==> src/rtl/uart_pkg.sv <==
// uart_pkg: shared constants and transmit FSM state encoding for the UART
// transmit path. The encoding is the same whether or not the optional parity
// state (UART_TX_PARITY_EN) is built in, so TX_PARITY always keeps its value.
package uart_pkg;

   localparam int UART_DATA_BITS = 8;

   typedef enum logic [2:0] {
      TX_IDLE   = 3'd0,
      TX_START  = 3'd1,
      TX_DATA   = 3'd2,
      TX_PARITY = 3'd3,
      TX_STOP   = 3'd4
   } tx_state_t;

endpackage

==> src/rtl/uart_byte_fifo.sv <==
// uart_byte_fifo: single-clock synchronous FIFO holding bytes waiting to be
// serialised.
// Ports:
//   clk, reset       rising-edge clock, synchronous active-high reset
//   push, push_data  write request; ignored while full
//   pop, pop_data    read request; pop_data shows the head (valid when !empty)
//   full, empty      occupancy flags
//   count            number of stored entries (0..DEPTH)
// DEPTH must be a power of two so the pointers wrap naturally.
module uart_byte_fifo
   import uart_pkg::*;
#(
   parameter int DEPTH = 16,
   parameter int WIDTH = UART_DATA_BITS,
   localparam int CNT_W = $clog2(DEPTH + 1),
   localparam int PTR_W = $clog2(DEPTH)
) (
   input  logic             clk,
   input  logic             reset,
   input  logic             push,
   input  logic [WIDTH-1:0] push_data,
   input  logic             pop,
   output logic [WIDTH-1:0] pop_data,
   output logic             full,
   output logic             empty,
   output logic [CNT_W-1:0] count
);

   logic [WIDTH-1:0] mem [DEPTH];
   logic [PTR_W-1:0] wr_ptr;
   logic [PTR_W-1:0] rd_ptr;
   logic [CNT_W-1:0] count_q;
   logic             do_push;
   logic             do_pop;

   assign full     = (count_q == CNT_W'(DEPTH));
   assign empty    = (count_q == '0);
   assign count    = count_q;
   assign pop_data = mem[rd_ptr];

   // Flags come from the registered count, so a write into an empty FIFO only
   // becomes poppable on the following cycle, and a write while full is lost
   // even if a pop happens in the same cycle.
   assign do_push = push && !full;
   assign do_pop  = pop && !empty;

   always_ff @(posedge clk) begin
      if (reset) begin
         wr_ptr  <= '0;
         rd_ptr  <= '0;
         count_q <= '0;
      end else begin
         if (do_push) wr_ptr <= wr_ptr + PTR_W'(1);
         if (do_pop)  rd_ptr <= rd_ptr + PTR_W'(1);
         case ({do_push, do_pop})
            2'b10:   count_q <= count_q + CNT_W'(1);
            2'b01:   count_q <= count_q - CNT_W'(1);
            default: count_q <= count_q;
         endcase
      end
   end

   always_ff @(posedge clk) begin
      if (do_push) mem[wr_ptr] <= push_data;
   end

endmodule

==> src/rtl/uart_tx_buffered.sv <==
// uart_tx_buffered: UART transmitter with a byte FIFO in front. Bytes written
// on the valid/ready port are queued and sent as 8N1 frames, LSB first, with
// back-to-back frames sent without an idle gap.
// Optional build macro: UART_TX_PARITY_EN adds an even-parity bit after the
// data bits (8E1, 11-bit frames).
// Ports:
//   i_Clock, i_Reset   clock, synchronous active-high reset
//   i_Tx_DV, i_Tx_Byte write strobe and byte; accepted when o_Tx_Ready
//   o_Tx_Ready         FIFO not full
//   o_Tx_Overflow      1-cycle pulse after a write that found the FIFO full
//   o_Fifo_Count       queued bytes, not counting the one being sent
//   o_Tx_Active        high from the first start-bit cycle to the last stop-bit cycle
//   o_Tx_Serial        serial line, idle high
//   o_Tx_Done          1-cycle pulse on the cycle after the last stop-bit cycle
//
// state     | meaning
// ----------+-----------------------------------------------------------
// TX_IDLE   | line high, waiting for a queued byte
// TX_START  | start bit (0)
// TX_DATA   | data bits 0..7, LSB first
// TX_PARITY | even parity of the data byte (UART_TX_PARITY_EN only)
// TX_STOP   | stop bit (1); chains straight into TX_START if bytes are queued
module uart_tx_buffered
   import uart_pkg::*;
#(
   parameter int CLKS_PER_BIT = 87,
   parameter int FIFO_DEPTH   = 16,
   localparam int CNT_W = $clog2(FIFO_DEPTH + 1)
) (
   input  logic             i_Clock,
   input  logic             i_Reset,
   input  logic             i_Tx_DV,
   input  logic [7:0]       i_Tx_Byte,
   output logic             o_Tx_Ready,
   output logic             o_Tx_Overflow,
   output logic [CNT_W-1:0] o_Fifo_Count,
   output logic             o_Tx_Active,
   output logic             o_Tx_Serial,
   output logic             o_Tx_Done
);

   localparam int TMR_W = $clog2(CLKS_PER_BIT);
   localparam logic [TMR_W-1:0] TMR_LAST = TMR_W'(CLKS_PER_BIT - 1);
   localparam logic [2:0]       BIT_LAST = 3'(UART_DATA_BITS - 1);

   tx_state_t  state;
   logic [TMR_W-1:0] tmr;
   logic [2:0] bit_idx;
   logic [7:0] shift_q;
   logic       serial_q;
   logic       active_q;
   logic       done_q;
   logic       ovf_q;
   logic       tmr_last;
   logic       fifo_pop;
   logic       fifo_full;
   logic       fifo_empty;
   logic [7:0] fifo_data;
`ifdef UART_TX_PARITY_EN
   logic       parity_q;
`endif

   uart_byte_fifo #(
      .DEPTH (FIFO_DEPTH),
      .WIDTH (UART_DATA_BITS)
   ) u_fifo (
      .clk       (i_Clock),
      .reset     (i_Reset),
      .push      (i_Tx_DV),
      .push_data (i_Tx_Byte),
      .pop       (fifo_pop),
      .pop_data  (fifo_data),
      .full      (fifo_full),
      .empty     (fifo_empty),
      .count     (o_Fifo_Count)
   );

   assign tmr_last = (tmr == TMR_LAST);

   // Pop when idle, or on the last stop-bit cycle so the next start bit
   // follows immediately.
   always_comb begin
      fifo_pop = 1'b0;
      if (!fifo_empty) begin
         if (state == TX_IDLE)                  fifo_pop = 1'b1;
         else if (state == TX_STOP && tmr_last) fifo_pop = 1'b1;
      end
   end

   always_ff @(posedge i_Clock) begin
      if (i_Reset) begin
         state    <= TX_IDLE;
         tmr      <= '0;
         bit_idx  <= '0;
         shift_q  <= '0;
         serial_q <= 1'b1;
         active_q <= 1'b0;
         done_q   <= 1'b0;
         ovf_q    <= 1'b0;
`ifdef UART_TX_PARITY_EN
         parity_q <= 1'b0;
`endif
      end else begin
         done_q <= 1'b0;
         ovf_q  <= i_Tx_DV && fifo_full;
         case (state)
            TX_IDLE: begin
               tmr      <= '0;
               serial_q <= 1'b1;
               if (fifo_pop) begin
                  shift_q  <= fifo_data;
`ifdef UART_TX_PARITY_EN
                  parity_q <= ^fifo_data;
`endif
                  serial_q <= 1'b0;
                  active_q <= 1'b1;
                  state    <= TX_START;
               end
            end
            TX_START: begin
               if (tmr_last) begin
                  tmr      <= '0;
                  bit_idx  <= '0;
                  serial_q <= shift_q[0];
                  state    <= TX_DATA;
               end else begin
                  tmr <= tmr + TMR_W'(1);
               end
            end
            TX_DATA: begin
               if (tmr_last) begin
                  tmr <= '0;
                  if (bit_idx == BIT_LAST) begin
`ifdef UART_TX_PARITY_EN
                     serial_q <= parity_q;
                     state    <= TX_PARITY;
`else
                     serial_q <= 1'b1;
                     state    <= TX_STOP;
`endif
                  end else begin
                     bit_idx  <= bit_idx + 3'd1;
                     shift_q  <= shift_q >> 1;
                     serial_q <= shift_q[1];
                  end
               end else begin
                  tmr <= tmr + TMR_W'(1);
               end
            end
`ifdef UART_TX_PARITY_EN
            TX_PARITY: begin
               if (tmr_last) begin
                  tmr      <= '0;
                  serial_q <= 1'b1;
                  state    <= TX_STOP;
               end else begin
                  tmr <= tmr + TMR_W'(1);
               end
            end
`endif
            TX_STOP: begin
               if (tmr_last) begin
                  tmr    <= '0;
                  done_q <= 1'b1;
                  if (fifo_pop) begin
                     shift_q  <= fifo_data;
`ifdef UART_TX_PARITY_EN
                     parity_q <= ^fifo_data;
`endif
                     serial_q <= 1'b0;
                     state    <= TX_START;
                  end else begin
                     active_q <= 1'b0;
                     state    <= TX_IDLE;
                  end
               end else begin
                  tmr <= tmr + TMR_W'(1);
               end
            end
            default: begin
               tmr      <= '0;
               serial_q <= 1'b1;
               active_q <= 1'b0;
               state    <= TX_IDLE;
            end
         endcase
      end
   end

   assign o_Tx_Ready    = !fifo_full;
   assign o_Tx_Overflow = ovf_q;
   assign o_Tx_Active   = active_q;
   assign o_Tx_Serial   = serial_q;
   assign o_Tx_Done     = done_q;

endmodule

==> config.mk <==
export PLATFORM = sky130hd
export DESIGN_NAME = uart_tx_buffered
export DESIGN_NICKNAME = d
export VERILOG_FILES = /design/src/rtl/uart_pkg.sv /design/src/rtl/uart_byte_fifo.sv /design/src/rtl/uart_tx_buffered.sv
export SDC_FILE = /design/constraint.sdc
export NUM_CORES = 1
export LEC_CHECK = 0
export ABC_AREA = 1
export ABC_CLOCK_PERIOD_IN_PS = 2200
export BUFFER_PORTS_ARGS = -buffer_cell sky130_fd_sc_hd__buf_2
export CAP_MARGIN = 30
export CORE_MARGIN = 2
export CORE_UTILIZATION = 40
export CTS_CLUSTER_DIAMETER = 60
export DETAILED_ROUTE_END_ITERATION = 10
export GPL_ROUTABILITY_DRIVEN = 0
export PLACE_DENSITY = 0.65
export SLEW_MARGIN = 15
export SYNTH_ARGS = -nofsm -noshare
export SYNTH_HDL_FRONTEND = slang
export SYNTH_SLANG_ARGS = --single-unit
==> constraint.sdc <==
create_clock -name i_Clock -period 2.2 [get_ports i_Clock]
set_input_delay 0.11 -clock i_Clock [delete_from_list [all_inputs] [get_ports i_Clock]]
set_output_delay 0.11 -clock i_Clock [all_outputs]
set_load 0.1 [all_outputs]
==> metrics.yaml <==
timing.max_cap.violations: 0
reg2regPathDepth: 17
fin_util_pct: 47.4
rsz0062_at_grt: "true"
portBuffers: 20
dr_wl_met2_um: 7780
synth_ff_type: "edfxtp_1"
num_vias: 4949
yosysSeqAreaShare_pct: 64.8
highest_layer: "met4"
critPathRequiredTime_ps: 2500
ios: 21
worst_setup_path_start_kind: "flop"
first_global_vias: 4841
drt_iter0_markers: 305
cts_sinks: 170
postRouteAntennaNets: 0
min_to: "u_fifo.mem[8][3]"
cts.htree.levels: 4
area_growth_pct: 16.9
end_kind: "flop"
die_h_um: 138
grt_usage_pct: 16.8
preCtsSetupSlack_ps: -3.90
worst_pin_slew_ps: 588
grt_max_degree: 84
remaining_drc_errors: 0
r2r-end: "u_fifo.count[4]"
wl_per_cell_um: 16.0
ys_types: 35
p_leak_uw: 0.00315
min-delay-start: "i_Tx_Byte[3]"
cts_tree: "yes"
whs_ps: 67.5
antenna_found_initial: 0
nNetsFinal: 765
std_cell_rows: 49
start_util_pct: 40.5
root_buffer: "clkbuf_16"
met1Wirelength_um: 6960
cp_max_fo: 2
insertion_delay_ps: 440
slew_violations: 0
fp.dieArea_mm2: 0.0192
syn_nets: 728
final_hold_viol_count: 0
netlist_instances: 704
setup_ws_ps: 60.4
syn-cell-area_mm2: 0.00723
core_mm2: 0.0178
clkSlewWorstSetupHoldPaths_ps: 60
synth_area_per_cell_um2: 10.3
yosysWarnings: 0
grt_first_pass_wirelength_um: 24900
cts_buffers: 17
vias_per_cell: 5.03
fillerInstances: 1589
status: "finished clean"
finalSetupViolCount: 0
placed_area_mm2: 0.00778
postSynth.asyncResetShare_pct: 0
hpwl_um: 9600
critPathArrivalTime_ps: 2440
synth-edff-count: 128
grt-ovfl-total: 0
clock.fmax_mhz: 467
finalCriticalPeriod_ps: 2140
tns_ps: 0
max-slew-margin-rel_pct: 60.8
hold_class: "primary input to flop"
cts_buffer_depth: 2
ir_drop_mv: 0.735
criticalPathCategory: "flop to flop"
power_density_mw_per_mm2: 1200
ys_ff_latch: 170
r2r_setup_slack_ps: 60
die_w_um: 138
first_pass_iters: 5
stdcell_area_mm2: 0.00846
final_layout_size_suffix_gt1_share_pct: 18.4
hold_depth: 1
r2r_start: "tmr[0]"
skew_ps: 9.72
diodes: 0
fin_crit_sh_pct: 97.3
finalWirelength_um: 15700
met3_length_um: 584
cells in the mapped netlist, types with 2 or more instances:
cell type / instances / area share (%)
a21oi_1: 25 / 1.7
nand3_2: 2 / 0.28
o21ai_1: 2 / 0.14
nand4_1: 4 / 0.35
nand3_1: 63 / 4.4
a21oi_2: 4 / 0.48
o211ai_1: 13 / 1.3
dfxtp_1: 42 / 12
nand2_2: 5 / 0.43
inv_1: 52 / 2.7
inv_2: 3 / 0.16
buf_4: 5 / 0.52
nand2_1: 95 / 4.9
edfxtp_1: 128 / 53
o21bai_1: 2 / 0.21
o21ai_0: 58 / 4.0
nor3_1: 4 / 0.28
buf_2: 7 / 0.48
nor2_2: 5 / 0.43
ha_1: 13 / 2.2
xor2_1: 8 / 0.97
clkbuf_1: 14 / 0.73
nor2_1: 138 / 7.2
cell type report:
type / instances / area (um2) / area share [%]
clock inverters: 15 / 163 / 1.92
well taps: 229 / 287 / 3.39
repair buffers: 46 / 323 / 3.82
multi-input cells: 449 / 2330 / 27.6
clock buffers: 17 / 425 / 5.03
inverters: 57 / 218 / 2.57
flip-flops and latches: 170 / 4710 / 55.7
state kept, by name, indices dropped and copies added, names as in the netlist, named ones only:
signal / flops
o_Tx_Overflow: 1
o_Tx_Done: 1
state: 3
o_Tx_Serial: 1
shift_q: 8
u_fifo.count: 5
tmr: 7
u_fifo.mem: 128
u_fifo.rd_ptr: 4
o_Tx_Active: 1
bit_idx: 3
u_fifo.wr_ptr: 4
how the worst max path moves through the flow:
stage | start | endpoint | cells past startpoint
global placement | tmr[0] | u_fifo.count[4] | 18
global route | tmr[1] | u_fifo.count[4] | 16
detailed placement | tmr[0] | u_fifo.count[4] | 17
CTS | tmr[0] | u_fifo.count[4] | 17
floorplan | u_fifo.count[4] | u_fifo.count[4] | 12
finish | tmr[0] | u_fifo.count[4] | 17
layer usage:
layer	track usage (%)	up-vias
met5	0	-
met4	7.09	0
met3	3.88	24
met2	28.2	95
met1	21.0	2360
li1	-	2470
worst max-delay path: stages (launching register included):
cell and delay, ps:
dfxtp_2 330, inv_2 40, ha_4 150, nand3_4 60
nor2_4 40, nand2_2 60, nand2_2 60, nand2_4 70
inv_4 40, ha_4 160, xor2_2 140, ha_2 160
a21o_1 170, and3_4 170, o21bai_1 170, nand2_1 70
nand2_1 50, a21oi_1 50
placed cells by master (no fill, tap or decap), types with 4 or more instances in the layout:
cell type    n
o211ai_1    13
dfxtp_4      5
a21oi_1     25
ha_1         9
inv_1       50
nand2_2     10
nor2_2      21
buf_2       20
a21oi_2      4
dfxtp_1     35
nand2_1     90
nor3_1       4
o21ai_0     58
clkbuf_16   17
buf_4       23
nor2_1     121
nand4_1      4
inv_6        5
nand3_1     63
inv_2        4
edfxtp_1   128
xor2_1       6
stage by stage:
step | total power, uW | instances
final | 10100 | 983
after global routing | 10700 | 983
after CTS | 10100 | 982
after detailed placement | 7090 | 949
after global placement | 7050 | 949
after floorplan | 6280 | 704
power by group:
| part | switching (uW) | total, uW | internal [uW] |
|---|---|---|---|
| Combinational | 2250 | 3310 | 1060 |
| Sequential | 150 | 3830 | 3680 |
| Clock | 1280 | 2970 | 1690 |
| Total | 3680 | 10100 | 6430 |
what timing repair did:
action                                  4_1_cts  5_1_grt
hold buffers                                  1        0
endpoints found under the hold margin         1        0
buffers inserted                              0        1
endpoints found under the setup margin        2        3
gates resized for setup                       1       13
pin swaps                                     0        4
kinds of logic after synthesis:
logic type | Yosys count | share of synthesized area (%)
xor gates and xnor gates | 8 | 0.969
and+or+nand+nor | 320 | 18.7
buffers and inverters | 85 | 4.91
adders and majority gates | 13 | 2.25
DFF | 170 | 64.8
AOI/OAI and AO/OA | 108 | 8.37
Note: power is estimated with default switching activity, not from simulation.
